==> src/rtl/ysyx_23060187_idu_stage.sv <==
// ysyx_23060187_idu_stage: registered RV32 instruction-decode stage.
// Splits the instruction into register indices and function fields, builds the
// sign-extended immediate for every base format and flags illegal encodings.
// Optional macro YSYX_23060187_IDU_SKID_EN adds a skid entry so that in_ready
// is registered and carries no combinational path from out_ready.
module ysyx_23060187_idu_stage #(
  parameter int unsigned XLEN       = 32,
  parameter int unsigned REG_ADDR_W = 5
) (
  input  logic                  clk,
  input  logic                  rst,
  input  logic                  flush,
  input  logic                  in_valid,
  output logic                  in_ready,
  input  logic [31:0]           in_inst,
  input  logic [XLEN-1:0]       in_pc,
  output logic                  out_valid,
  input  logic                  out_ready,
  output logic [XLEN-1:0]       out_pc,
  output logic [REG_ADDR_W-1:0] out_rs1,
  output logic [REG_ADDR_W-1:0] out_rs2,
  output logic [REG_ADDR_W-1:0] out_rd,
  output logic [6:0]            out_opcode,
  output logic [2:0]            out_fun3,
  output logic                  out_fun7,
  output logic [2:0]            out_fmt,
  output logic [XLEN-1:0]       out_imm,
  output logic                  out_illegal
);

  localparam logic [2:0] FMT_R    = 3'd0;
  localparam logic [2:0] FMT_I    = 3'd1;
  localparam logic [2:0] FMT_S    = 3'd2;
  localparam logic [2:0] FMT_B    = 3'd3;
  localparam logic [2:0] FMT_U    = 3'd4;
  localparam logic [2:0] FMT_J    = 3'd5;
  localparam logic [2:0] FMT_NONE = 3'd7;

  localparam logic [1:0] EMPTY = 2'd0;
  localparam logic [1:0] ONE   = 2'd1;
`ifdef YSYX_23060187_IDU_SKID_EN
  localparam logic [1:0] TWO   = 2'd2;
`endif

  typedef struct packed {
    logic [XLEN-1:0]       pc;
    logic [REG_ADDR_W-1:0] rs1;
    logic [REG_ADDR_W-1:0] rs2;
    logic [REG_ADDR_W-1:0] rd;
    logic [6:0]            opcode;
    logic [2:0]            fun3;
    logic                  fun7;
    logic [2:0]            fmt;
    logic [XLEN-1:0]       imm;
    logic                  illegal;
  } bundle_t;

  logic               [2:0]  w_fmt;
  logic signed        [31:0] w_imm32;
  logic                      w_use_rd;
  logic                      w_use_rs1;
  logic                      w_use_rs2;
  logic                      w_illegal;
  bundle_t                   w_dec;

  bundle_t                   r_main;
  logic               [1:0]  r_state;
  logic               [1:0]  w_state_nxt;
  logic                      w_acc;
  logic                      w_xfer;
  logic                      w_load_main;
`ifdef YSYX_23060187_IDU_SKID_EN
  bundle_t                   r_skid;
  logic                      r_in_ready;
  logic                      w_load_skid;
  logic                      w_main_from_skid;
`endif

  // Opcode to format map, immediate construction and register-use flags
  always_comb begin
    w_fmt     = FMT_NONE;
    w_imm32   = '0;
    w_use_rd  = 1'b0;
    w_use_rs1 = 1'b0;
    w_use_rs2 = 1'b0;
    case (in_inst[6:0])
      7'b0110111, 7'b0010111: begin
        w_fmt    = FMT_U;
        w_imm32  = {in_inst[31:12], 12'b0};
        w_use_rd = 1'b1;
      end
      7'b1101111: begin
        w_fmt    = FMT_J;
        w_imm32  = {{12{in_inst[31]}}, in_inst[19:12], in_inst[20], in_inst[30:21], 1'b0};
        w_use_rd = 1'b1;
      end
      7'b1100111, 7'b0000011, 7'b0010011, 7'b0001111, 7'b1110011: begin
        w_fmt     = FMT_I;
        w_imm32   = {{20{in_inst[31]}}, in_inst[31:20]};
        w_use_rd  = 1'b1;
        w_use_rs1 = 1'b1;
      end
      7'b1100011: begin
        w_fmt     = FMT_B;
        w_imm32   = {{20{in_inst[31]}}, in_inst[7], in_inst[30:25], in_inst[11:8], 1'b0};
        w_use_rs1 = 1'b1;
        w_use_rs2 = 1'b1;
      end
      7'b0100011: begin
        w_fmt     = FMT_S;
        w_imm32   = {{20{in_inst[31]}}, in_inst[31:25], in_inst[11:7]};
        w_use_rs1 = 1'b1;
        w_use_rs2 = 1'b1;
      end
      7'b0110011: begin
        w_fmt     = FMT_R;
        w_use_rd  = 1'b1;
        w_use_rs1 = 1'b1;
        w_use_rs2 = 1'b1;
      end
      default: ;
    endcase
  end

  // Illegal flag: unknown opcode, or on RV32E any used index with bit 4 set
  always_comb begin
    w_illegal = (w_fmt == FMT_NONE);
    if (REG_ADDR_W == 4) begin
      w_illegal = w_illegal | (w_use_rd & in_inst[11]) | (w_use_rs1 & in_inst[19])
                | (w_use_rs2 & in_inst[24]);
    end
  end

  // Pack the decoded bundle for the output register
  always_comb begin
    w_dec         = '0;
    w_dec.pc      = in_pc;
    w_dec.rs1     = in_inst[15 +: REG_ADDR_W];
    w_dec.rs2     = in_inst[20 +: REG_ADDR_W];
    w_dec.rd      = in_inst[7 +: REG_ADDR_W];
    w_dec.opcode  = in_inst[6:0];
    w_dec.fun3    = in_inst[14:12];
    w_dec.fun7    = in_inst[30];
    w_dec.fmt     = w_fmt;
    w_dec.imm     = XLEN'(w_imm32);
    w_dec.illegal = w_illegal;
  end

  assign w_acc     = in_valid && in_ready;
  assign out_valid = (r_state != EMPTY);
  assign w_xfer    = out_valid && out_ready;

`ifdef YSYX_23060187_IDU_SKID_EN
  assign in_ready = r_in_ready && !rst;
`else
  assign in_ready = !rst && (!out_valid || out_ready);
`endif

  // Buffer next-state and load selects; flush overrides any accept
  always_comb begin
    w_state_nxt      = r_state;
    w_load_main      = 1'b0;
`ifdef YSYX_23060187_IDU_SKID_EN
    w_load_skid      = 1'b0;
    w_main_from_skid = 1'b0;
`endif
    case (r_state)
      EMPTY: begin
        if (w_acc) begin
          w_load_main = 1'b1;
          w_state_nxt = ONE;
        end
      end
      ONE: begin
        if (w_acc && w_xfer) begin
          w_load_main = 1'b1;
`ifdef YSYX_23060187_IDU_SKID_EN
        end else if (w_acc) begin
          w_load_skid = 1'b1;
          w_state_nxt = TWO;
`endif
        end else if (w_xfer) begin
          w_state_nxt = EMPTY;
        end
      end
`ifdef YSYX_23060187_IDU_SKID_EN
      TWO: begin
        if (w_xfer) begin
          w_main_from_skid = 1'b1;
          w_state_nxt      = ONE;
        end
      end
`endif
      default: w_state_nxt = EMPTY;
    endcase
    if (flush) begin
      w_state_nxt      = EMPTY;
      w_load_main      = 1'b0;
`ifdef YSYX_23060187_IDU_SKID_EN
      w_load_skid      = 1'b0;
      w_main_from_skid = 1'b0;
`endif
    end
  end

  // State and data registers
  always_ff @(posedge clk) begin
    if (rst) begin
      r_state <= EMPTY;
      r_main  <= '0;
`ifdef YSYX_23060187_IDU_SKID_EN
      r_skid     <= '0;
      r_in_ready <= 1'b1;
`endif
    end else begin
      r_state <= w_state_nxt;
      if (w_load_main) r_main <= w_dec;
`ifdef YSYX_23060187_IDU_SKID_EN
      if (w_main_from_skid) r_main <= r_skid;
      if (w_load_skid) r_skid <= w_dec;
      // in_ready is precomputed from the next state so it needs no out_ready path
      r_in_ready <= (w_state_nxt != TWO);
`endif
    end
  end

  assign out_pc      = r_main.pc;
  assign out_rs1     = r_main.rs1;
  assign out_rs2     = r_main.rs2;
  assign out_rd      = r_main.rd;
  assign out_opcode  = r_main.opcode;
  assign out_fun3    = r_main.fun3;
  assign out_fun7    = r_main.fun7;
  assign out_fmt     = r_main.fmt;
  assign out_imm     = r_main.imm;
  assign out_illegal = r_main.illegal;

endmodule

==> config.mk <==
export PLATFORM = sky130hd
export DESIGN_NAME = ysyx_23060187_idu_stage
export DESIGN_NICKNAME = d
export VERILOG_FILES = /design/src/rtl/ysyx_23060187_idu_stage.sv
export SDC_FILE = /design/constraint.sdc
export NUM_CORES = 1
export LEC_CHECK = 0
export ABC_AREA = 1
export CAP_MARGIN = 20
export CORE_ASPECT_RATIO = 2
export CORE_UTILIZATION = 46
export CTS_CLUSTER_DIAMETER = 100
export CTS_CLUSTER_SIZE = 28
export DETAILED_ROUTE_END_ITERATION = 10
export PLACE_DENSITY = 0.86
export SLEW_MARGIN = 20
export SYNTH_ARGS = -nofsm -noshare
export SYNTH_HDL_FRONTEND = slang
export SYNTH_SLANG_ARGS = --single-unit
==> constraint.sdc <==
create_clock -name clk -period 2.9 [get_ports clk]
set_clock_uncertainty 0.1 [all_clocks]
set_input_delay 0.725 -clock clk [delete_from_list [all_inputs] [get_ports clk]]
set_output_delay 0.725 -clock clk [all_outputs]
set_load 0.05 [all_outputs]
==> results of run 1 <==
==> registers in the layout (all words and copies together), names as in the netlist <==
signal and count:
out_rd 5, out_illegal 1, out_fmt 3, out_pc 32, r_state 1, out_rs2 5
out_opcode 7, out_imm 32, out_fun3 3, out_rs1 5, out_fun7 1
==> how the worst max path moves through the flow <==
stage | cells past startpoint | to
after floorplan | 3 | in_ready
after CTS | 4 | in_ready
final | 4 | in_ready
after detailed placement | 8 | out_imm[21]$_SDFFE_PP0P_
after global routing | 4 | in_ready
after global placement | 8 | out_imm[20]$_SDFFE_PP0P_
==> layer usage <==
| metal | up-vias | wire [µm] | global-route usage (%) |
|---|---|---|---|
| met5 | - | 0 | 0 |
| met4 | 0 | 541 | 16.0 |
| met3 | 37 | 595 | 7.70 |
| met2 | 164 | 6260 | 46.4 |
| met1 | 1917 | 4270 | 29.0 |
| li1 | 1971 | - | - |
==> layout make-up <==
cell class                      count  area [µm²]
Clock inverter                      5        80.1
Sequential cell                    95        1900
Timing Repair Buffer              170        1690
Fill cell                         647        2350
Inverter                           14        66.3
Clock buffer                       11         253
Multi-Input combinational cell    376        1770
Tap cell                           98         123
==> kinds of logic (layout without fill, tap and decap cells) <==
group	after synthesis	count (layout)	share of synthesized area (%)
AOI/OAI and AO/OA	103	103	14.7
buffers and inverters	47	200	6.10
DFF	95	95	48.8
and+or+nand+nor	273	273	30.4
==> power groups by stage <==
stage / clock, mW / sequential, mW / combinational, mW
after floorplan: 0 / 1.50 / 0.121
after global placement: 0 / 1.38 / 0.435
after detailed placement: 0 / 1.39 / 0.441
after CTS: 1.31 / 1.36 / 0.444
after global routing: 1.37 / 1.36 / 0.469
final: 1.29 / 1.36 / 0.444
==> synthesized netlist by cell type <==
cell and instances:
sky130_fd_sc_hd__inv_1 9, sky130_fd_sc_hd__nand2_2 6, sky130_fd_sc_hd__nand2_4 2, sky130_fd_sc_hd__nand4_4 1, sky130_fd_sc_hd__buf_6 3, sky130_fd_sc_hd__nand3_1 14
sky130_fd_sc_hd__inv_2 4, sky130_fd_sc_hd__nand4_2 2, sky130_fd_sc_hd__clkbuf_1 13, sky130_fd_sc_hd__bufinv_8 1, sky130_fd_sc_hd__nand3_2 1, sky130_fd_sc_hd__nand4_1 14
sky130_fd_sc_hd__o211ai_1 1, sky130_fd_sc_hd__nor2_8 1, sky130_fd_sc_hd__buf_4 2, sky130_fd_sc_hd__nor2_2 1, sky130_fd_sc_hd__buf_1 1, sky130_fd_sc_hd__dfxtp_1 95
sky130_fd_sc_hd__nor3_1 3, sky130_fd_sc_hd__a21oi_1 83, sky130_fd_sc_hd__o21ai_0 6, sky130_fd_sc_hd__nand2_1 217, sky130_fd_sc_hd__nor2_1 9, sky130_fd_sc_hd__o21ai_4 1
sky130_fd_sc_hd__buf_2 14, sky130_fd_sc_hd__a21oi_2 11, sky130_fd_sc_hd__nor2_4 2, sky130_fd_sc_hd__o21a_1 1
==> critical path: stages <==
cell                              delay, ns
sky130_fd_sc_hd__clkdlybuf4s50_1       0.45
sky130_fd_sc_hd__inv_1                 0.06
sky130_fd_sc_hd__a21oi_1               0.16
sky130_fd_sc_hd__buf_4                 0.23
==> per-stage QoR <==
step	std cells	total power, mW	worst slack [ns]	instance area (µm²)
finish	769	3.09	0.452	5880
global route	769	3.20	0.419	5880
CTS	769	3.11	0.462	5880
detailed placement	753	1.83	0.279	5550
global placement	753	1.82	0.335	5550
floorplan	518	1.62	0.231	3900
==> summary.md, run 1 <==
• 48.8% — area share of the largest cell type after synthesis
• 95 — sink count of the clock tree
• 50.9% — growth of design area from synthesis to finish
• 0 — max-cap viol count
• sky130_fd_sc_hd__nand2_1 — commonest non-fill, non-tap cell in the layout
• sky130_fd_sc_hd__dfxtp_1 (49%), sky130_fd_sc_hd__nand2_1 (21%), sky130_fd_sc_hd__a21oi_1 (11%) — biggest area contributors in the synthesized netlist
• 11700 µm — post-detailed-routing wire length
• false — unrepaired setup endpoints after global routing
• input port to output port — Worst Setup Path Type
• 47.4% — effective utilization at floorplan
• 28 — number of distinct library cells after synthesis
• 164 — IO buf count
• 8.49% — fraction of final layout cells with drive strength greater than 1
• 349 — number of DRC markers in iteration 0
• 9 — TritonCTS Buffers
• 0 — total of warnings raised by yosys
• 525 nW/µm² — power density over the cells
• 0 — antenna cells
• input port — type of origin of the critical path
• 47 — Core Rows
• 735 — Nets
• 41.7% — clock group share of total power
• 14.4% — part of the power in combinational logic
• 587 — number of nets in the synthesized netlist
• 1.62 ns — arrival time of data at the critical path endpoint
• 1.27 ns — register-to-register setup slack
• 84.4% — portion of the clock cycle consumed by the worst path in the final layout
• built — CTS tree
• 7.53 µm² — synthesized area per cell
• 0.485 mV — maximum resistive drop on vdd
• 0 ns — total negative setup slack
• 518 — post-synthesis instance total
• out_imm[18]$_SDFFE_PP0P_ — endpoint of the worst hold path
• 60.5% — Slew HR
• 6 — first-pass iteration count of the detailed router
• register to register — hold crit path type
• 0 — DRC
• sky130_fd_sc_hd__clkbuf_16 — buffer type at the clock tree root
• sky130_fd_sc_hd__dfxtp_1 — biggest area consumer among synthesized cells
• 15.2 µm — drt wl/cell
• 0 — Final Hold Vio Count
• sky130_fd_sc_hd__nand2_1 (217), sky130_fd_sc_hd__clkdlybuf4s50_1 (162), sky130_fd_sc_hd__dfxtp_1 (95), sky130_fd_sc_hd__a21oi_1 (83) — most frequent cells in the layout
• 0 — count of buffers added by post-CTS timing repair for setup
• 3 — CTS H-Tree Depth
• 48.8% — portion of the post-synthesis area used by sequential elements
• 0.966 — Final Wtd Congestion
• 0 — quantity of hold-fixing buffers added after cts
• 4089 — total number of vias
• 67.1 µm — overall die width
• 6 — depth of the worst register-to-register path
• 0.34 ns — clock latency on the worst-skew pair
• 0 — count of final max-slew check failures
• out_fmt[0]$_SDFFE_PP0P_ — destination of the worst register-to-register timing path
• 25.0% — switching portion of total power
• 0 — Post-DRT Antenna Nets
• 56 — maximum number of pins on one net before global-route repair
• out_imm[18]$_SDFFE_PP0P_ — hold wc startpoint
• 95 — register bit total from synthesis
• output port — critical path endpoint category
• out_ready — launch point of the critical path
• 2.20 nW — standby leakage power
• 43.9% — sequential group share of total power
• 5.32 — Via-to-Cell Ratio
• 772 µW — reported net switching power
• 132 µm — chip height
• 0.06 ns — post-CTS clock slew at the launch and capture registers of the worst setup and hold paths
• 165 — IO Count
• 0 — total congestion overflow
• 8870 µm² — floorplan die area
• 27.5% — All-Layer GR Usage
• 18500 µm — wire length of the first global-routing pass
• r_state[0]$_SDFFE_PP0P_ — R2R Path Start
• 2.45 ns — Period minus WS final
• 71.5% — Final Core Density
• 2.08 ns — WP data required
• complete, no violations — run status
• 8540 µm — DPL Wire Length
• 0.364 ns — hold_ws
• 8230 µm² — Core Area
• 0 — number of antenna violations at the first check in global routing
• 3 — peak fanout along the critical path
• 2 — Hold Crit Depth
• 2 — buffers from clock root to sink, at most
• 3928 — number of global-route vias before repair
• 0 — count of cells resized by post-cts repair
• 0.592 ns — worst slew pin tran
• 3900 µm² — netlist area before placement
• 408 MHz — Fmax achieved
• 2.32 mW — P_int
• 0 — Finish-stage setup viols
No activity file was read; power rests on OpenSTA's default activity.
==> run 2, diff against run 1 <==
--- a/config.mk
+++ b/config.mk
@@ -8,11 +8,11 @@
 export ABC_AREA = 1
 export CAP_MARGIN = 20
 export CORE_ASPECT_RATIO = 2
-export CORE_UTILIZATION = 46
+export CORE_UTILIZATION = 38
 export CTS_CLUSTER_DIAMETER = 100
 export CTS_CLUSTER_SIZE = 28
 export DETAILED_ROUTE_END_ITERATION = 10
-export PLACE_DENSITY = 0.86
+export PLACE_DENSITY = 0.76
 export SLEW_MARGIN = 20
 export SYNTH_ARGS = -nofsm -noshare
 export SYNTH_HDL_FRONTEND = slang
==> constraint.sdc (replaced) <==
create_clock -name clk -period 2.08 [get_ports clk]
set_clock_uncertainty 0.1 [all_clocks]
set_input_delay 0.52 -clock clk [delete_from_list [all_inputs] [get_ports clk]]
set_output_delay 0.52 -clock clk [all_outputs]
set_load 0.05 [all_outputs]
==> summary.md, run 2 (synthesis results as in run 1) <==
• 808 — post-placement cell count, +7.3%
• 145 µm — chip height, +9.9%
• built — CTS tree
• 0.07 ns — post-CTS clock slew at the launch and capture registers of the worst setup and hold paths, about the same
• 2.20 ns — WP data required, +0.12 ns
• 164 — IO buf count, unchanged
• 83 — maximum number of pins on one net before global-route repair, +48%
• 4004 — total number of vias, -2.1%
• sky130_fd_sc_hd__nand2_1 (216), sky130_fd_sc_hd__buf_4 (112), sky130_fd_sc_hd__dfxtp_1 (95), sky130_fd_sc_hd__a21oi_1 (82), sky130_fd_sc_hd__clkdlybuf4s50_1 (67) — most frequent cells in the layout
• 1 — number of antenna violations at the first check in global routing, +1
• 11700 µm — post-detailed-routing wire length, +0.12%
• 0.488 ns — worst slew pin tran, -0.104 ns
• 3770 — number of global-route vias before repair, -4.0%
• 10700 µm² — floorplan die area, +21%
• 0 — max-cap viol count, unchanged
• 0.659 mV — maximum resistive drop on vdd, +36%
• input port to register — hold crit path type
• 52 — Core Rows, +11%
• 67.6% — Slew HR, +7.1 points
• 7 — first-pass iteration count of the detailed router, +1
• input port — type of origin of the critical path
• 58.6% — Final Core Density, -13 points
• 5 — peak fanout along the critical path, +2
• 14.2 µm — drt wl/cell, -6.7%
• 3 — CTS H-Tree Depth, unchanged
• 165 — IO Count, unchanged
• 0 — total congestion overflow, unchanged
• 4.85 — Via-to-Cell Ratio, -8.7%
• 0.339 ns — hold_ws, -0.0254 ns
• 0.932 — Final Wtd Congestion, -3.5%
• 96.9% — portion of the clock cycle consumed by the worst path in the final layout
• 2 — buffers from clock root to sink, at most, unchanged
• 2.13 ns — arrival time of data at the critical path endpoint, +0.51 ns
• 0 — count of buffers added by post-CTS timing repair for setup, unchanged
• 0.34 ns — clock latency on the worst-skew pair, about the same
• 0 — count of final max-slew check failures, unchanged
• 9 — TritonCTS Buffers, unchanged
• 4.28 mW — total design power, +39%
• 24.4% — fraction of final layout cells with drive strength greater than 1, +16 points
• 317 — number of DRC markers in iteration 0, -9.2%
• 753 — Nets, +2.4%
• 73.6 µm — overall die width, +9.7%
• true — unrepaired setup endpoints after global routing
• 2.50 nW — standby leakage power, +14%
• 38.9% — effective utilization at floorplan, -8.4 points
• 10000 µm² — Core Area, +22%
• 728 nW/µm² — power density over the cells, +39%
• 22.2% — All-Layer GR Usage, -5.3 points
• 95 — sink count of the clock tree, unchanged
• sky130_fd_sc_hd__clkbuf_16 — buffer type at the clock tree root
• complete, no violations — run status
• sky130_fd_sc_hd__nand2_1 — commonest non-fill, non-tap cell in the layout
• 2.02 ns — Period minus WS final
• 18200 µm — wire length of the first global-routing pass, -1.4%
• input port to register — Worst Setup Path Type
• 50.7% — growth of design area from synthesis to finish
• 825 — post-route non-filler standard cell count, +7.3%
• 950 — Fill cells, +47%
• 0 — Post-DRT Antenna Nets, unchanged
• 8570 µm — DPL Wire Length, +0.33%
• 0 — Finish-stage setup viols, unchanged
• 0 — DRC, unchanged
• register — critical path endpoint category
• 0 — Final Hold Vio Count, unchanged
• 496 MHz — Fmax achieved
-- run 2: cell types whose count changed in the layout (fill, tap and decap cells not counted), moves of 2 or more --
cell,delta
sky130_fd_sc_hd__dlygate4sd2_1,+5
sky130_fd_sc_hd__buf_4,+105
sky130_fd_sc_hd__clkbuf_8,-2
sky130_fd_sc_hd__clkdlybuf4s50_1,-95
sky130_fd_sc_hd__buf_12,+3
-- run 2: area by class of cell --
class	count	area, µm²	share of cell area [%]
repair buffers	188	1640	27.8
well taps	135	169	2.88
flip-flops and latches	95	1900	32.4
inverters	14	66.3	1.13
diodes	1	2.50	0.0426
clock buffers	9	225	3.83
multi-input cells	376	1780	30.3
clock inverters	7	96.3	1.64
-- run 2: worst max-delay path, cell delays in order --
cell,delay [ns]
sky130_fd_sc_hd__clkdlybuf4s50_1,0.59
sky130_fd_sc_hd__nor2_1,0.11
sky130_fd_sc_hd__nand3_1,0.18
sky130_fd_sc_hd__nand3_1,0.12
sky130_fd_sc_hd__nor2_2,0.16
sky130_fd_sc_hd__nand2_2,0.12
sky130_fd_sc_hd__nor3_2,0.23
sky130_fd_sc_hd__a21oi_1,0.10
-- run 2: worst paths after layout --
kind / from / slack (ns) / to / cells past startpoint
max: in_inst[5] / 0.06 / out_fmt[0]$_SDFFE_PP0P_ / 8
min: rst / 0.34 / out_imm[15]$_SDFFE_PP0P_ / 2
max reg2reg: r_state[0]$_SDFFE_PP0P_ / 0.68 / out_pc[25]$_SDFFE_PP0P_ / 5
min reg2reg: out_pc[8]$_SDFFE_PP0P_ / 0.36 / out_pc[8]$_SDFFE_PP0P_ / 2
-- run 2: per-layer routing --
metal,part of all wire (%),global-route usage [%],up-vias
li1,-,-,2013
met1,37,24.1,1835
met2,54,38.6,128
met3,4.6,4.24,28
met4,3.9,12.3,0
met5,0,0,-
-- run 2: stage by stage --
step | cell area [µm²] | worst slack (ns) | TNS, ns
2_1_floorplan | 3900 | 0.125 | 0
3_3_place_gp | 5550 | -0.353 | -6.68
3_5_place_dp | 5550 | -0.378 | -7.93
4_1_cts | 5870 | 0.0704 | 0
5_1_grt | 5870 | -0.0314 | -0.119
6_report | 5870 | 0.0649 | 0
-- run 2: report_power, final --
group / switching, mW / internal, mW / leakage (nW)
Combinational: 0.376 / 0.249 / 1.58
Clock: 0.708 / 1.05 / 0.148
Sequential: 0.0253 / 1.87 / 0.770
-- run 2: timing repair --
action | in CTS | in global routing
hold buffers | 0 | 0
endpoints found under the setup margin | 6 | 8
cloned | 0 | 0
resized for setup | 6 | 1
==> run 3, diff against run 2 <==
--- a/config.mk
+++ b/config.mk
@@ -7,13 +7,12 @@
 export LEC_CHECK = 0
 export ABC_AREA = 1
 export CAP_MARGIN = 20
-export CORE_ASPECT_RATIO = 2
+export CORE_ASPECT_RATIO = 1.75
 export CORE_UTILIZATION = 38
 export CTS_CLUSTER_DIAMETER = 100
 export CTS_CLUSTER_SIZE = 28
 export DETAILED_ROUTE_END_ITERATION = 10
 export PLACE_DENSITY = 0.76
-export SLEW_MARGIN = 20
 export SYNTH_ARGS = -nofsm -noshare
 export SYNTH_HDL_FRONTEND = slang
 export SYNTH_SLANG_ARGS = --single-unit
==> summary.md, run 3 (synthesis results as in run 1) <==
• 0 — DRC, unchanged
• 1900 µm² — sequential cell area, unchanged
• 8570 µm — DPL Wire Length, about the same
• complete, no violations — run status
• 1.37 ns — arrival time of data at the critical path endpoint, -0.76 ns
• 67.7% — Slew HR, +0.068 points
• 39.3% — effective utilization at floorplan, +0.43 points
• 920 — Fill cells, -3.2%
• 5880 µm — DR WL met2, -6.7%
• 1.46 ns — WP data required, -0.74 ns
• 4350 µm — detailed-routing wirelength on met1, -0.41%
• 0 — total congestion overflow, unchanged
• 78 — maximum number of pins on one net before global-route repair, -6.0%
• 58.8% — Final Core Density, +0.18 points
• built — CTS tree
• 11500 µm — post-detailed-routing wire length, -1.9%
• 0.0940 ns — post-layout worst setup margin, +0.0291 ns
• 0 — Post-DRT Antenna Nets, unchanged
• 2 — buffers from clock root to sink, at most, unchanged
• 95 — sink count of the clock tree, unchanged
• 1.99 ns — Period minus WS final, -0.0291 ns
• input port — type of origin of the critical path
• 0.365 ns — hold_ws, +0.0265 ns
• 504 MHz — Fmax achieved, +1.5%
• true — unrepaired setup endpoints after global routing
• 0 — max-cap viol count, unchanged
• 1 — number of antenna violations at the first check in global routing, unchanged
• 0 — count of final max-slew check failures, unchanged
• sky130_fd_sc_hd__nand2_1 (217), sky130_fd_sc_hd__buf_4 (108), sky130_fd_sc_hd__dfxtp_1 (95), sky130_fd_sc_hd__a21oi_1 (82), sky130_fd_sc_hd__clkdlybuf4s50_1 (66) — most frequent cells in the layout
• 0 — quantity of hold-fixing buffers added after cts, unchanged
• 5510 µm² — placed cell areas, -0.77%
• 0 — count of buffers added by post-CTS timing repair for setup, unchanged
• 554 µm — WL met3, +2.0%
• 0.855 — Final Wtd Congestion, -8.2%
• 5830 µm² — final non-filler cell area, -0.79%
• 4 — first-pass iteration count of the detailed router, -3
• 10700 µm² — floorplan die area, about the same
• 18400 µm — wire length of the first global-routing pass, +0.72%
• 9 — TritonCTS Buffers, unchanged
• 748 — Nets, -0.66%
• 168 — number of DRC markers in iteration 0, -47%
• 4008 — total number of vias, +0.10%
• met4 — highest metal layer used by the detailed router
• 2.48 nW — standby leakage power, -0.87%
• input port to output port — Worst Setup Path Type
• 49.5% — growth of design area from synthesis to finish
• sky130_fd_sc_hd__clkbuf_16 — buffer type at the clock tree root
• -0.261 ns — worst slack after detailed placement, +0.117 ns
• 95.5% — portion of the clock cycle consumed by the worst path in the final layout, -1.4 points
• 9910 µm² — Core Area, -1.1%
• 14.1 µm — drt wl/cell, -0.11%
• 3910 — number of global-route vias before repair, +3.7%
• 164 — IO buf count, unchanged
• 0.465 mV — maximum resistive drop on vdd, -29%
• 1800 µm² — area of combinational cells with multiple inputs, +1.1%
• 3 — peak fanout along the critical path, -2
• 0.34 ns — clock latency on the worst-skew pair, about the same
• 48 — Core Rows, -7.7%
• 165 — IO Count, unchanged
• 0 — Final Hold Vio Count, unchanged
• 711 nW/µm² — power density over the cells, -2.4%
• 3 — CTS H-Tree Depth, unchanged
• 0.06 ns — post-CTS clock slew at the launch and capture registers of the worst setup and hold paths, about the same
• 0.487 ns — worst slew pin tran, -0.00103 ns
• 24.3% — fraction of final layout cells with drive strength greater than 1, -0.11 points
• output port — critical path endpoint category
• 0 — Finish-stage setup viols, unchanged
• sky130_fd_sc_hd__nand2_1 — commonest non-fill, non-tap cell in the layout
• 4.95 — Via-to-Cell Ratio, +2.0%
• register to register — hold crit path type
• 4.14 mW — total design power, -3.2%
• 22.2% — All-Layer GR Usage, about the same
• 78.6 µm — overall die width, +6.7%
• 136 µm — chip height, -6.4%
[run 3: changes by cell type in the layout (fill, tap and decap cells not counted), moves of 3 or more]
cell                       previous run  this run
sky130_fd_sc_hd__nand3_2              0         3
sky130_fd_sc_hd__clkbuf_1             0         3
sky130_fd_sc_hd__nand3_1             14        11
sky130_fd_sc_hd__buf_4              112       108
sky130_fd_sc_hd__nor2_1               9         6
[run 3: worst paths after layout]
| kind | startpoint | end | slack [ns] | depth (start not counted) |
|---|---|---|---|---|
| worst max-delay path | out_ready | in_ready | 0.09 | 4 |
| worst min-delay path | out_pc[20]$_SDFFE_PP0P_ | out_pc[20]$_SDFFE_PP0P_ | 0.37 | 2 |
| worst max register to register | r_state[0]$_SDFFE_PP0P_ | out_imm[30]$_SDFFE_PP0P_ | 0.58 | 5 |
| worst min register to register | out_pc[20]$_SDFFE_PP0P_ | out_pc[20]$_SDFFE_PP0P_ | 0.37 | 2 |
[run 3: power breakdown]
| part | switching [mW] | total (mW) | internal (mW) |
|---|---|---|---|
| clock network | 0.664 | 1.63 | 0.964 |
| registers | 0.0260 | 1.89 | 1.87 |
| logic | 0.373 | 0.621 | 0.248 |
| total | 1.06 | 4.14 | 3.08 |
[run 3: stage by stage]
step	setup TNS, ns	cells
final	0	810
after floorplan	0	518
after global placement	-4.21	793
after detailed placement	-6.60	793
after CTS	0	809
after global routing	-0.00153	810
[run 3: worst max-delay path, stage by stage]
cell                              delay [ns]
sky130_fd_sc_hd__clkdlybuf4s50_1        0.45
sky130_fd_sc_hd__inv_1                  0.07
sky130_fd_sc_hd__a21oi_2                0.12
sky130_fd_sc_hd__buf_4                  0.21
[run 3: area by class of cell]
class                      instances  area share [%]
sequential                        95            32.6
multi-input combinational        376            30.9
timing repair buffer             183            27.6
clock buffer                      13            4.29
tap                              125            2.68
inverter                          14            1.14
clock inverter                     3           0.730
antenna                            1          0.0429
[run 3: repair_timing]
item | in CTS | in global routing
gates resized for setup | 3 | 8
endpoints found under the hold margin | 0 | 0
endpoints found under the setup margin | 3 | 9
pin swaps | 0 | 1
[run 3: routing by layer]
| metal | vias to the layer above | global-route usage, % |
|---|---|---|
| met4 | 0 | 16.0 |
| met3 | 40 | 4.70 |
| met2 | 126 | 37.7 |
| li1 | 2000 | - |
| met5 | - | 0 |
| met1 | 1842 | 24.0 |
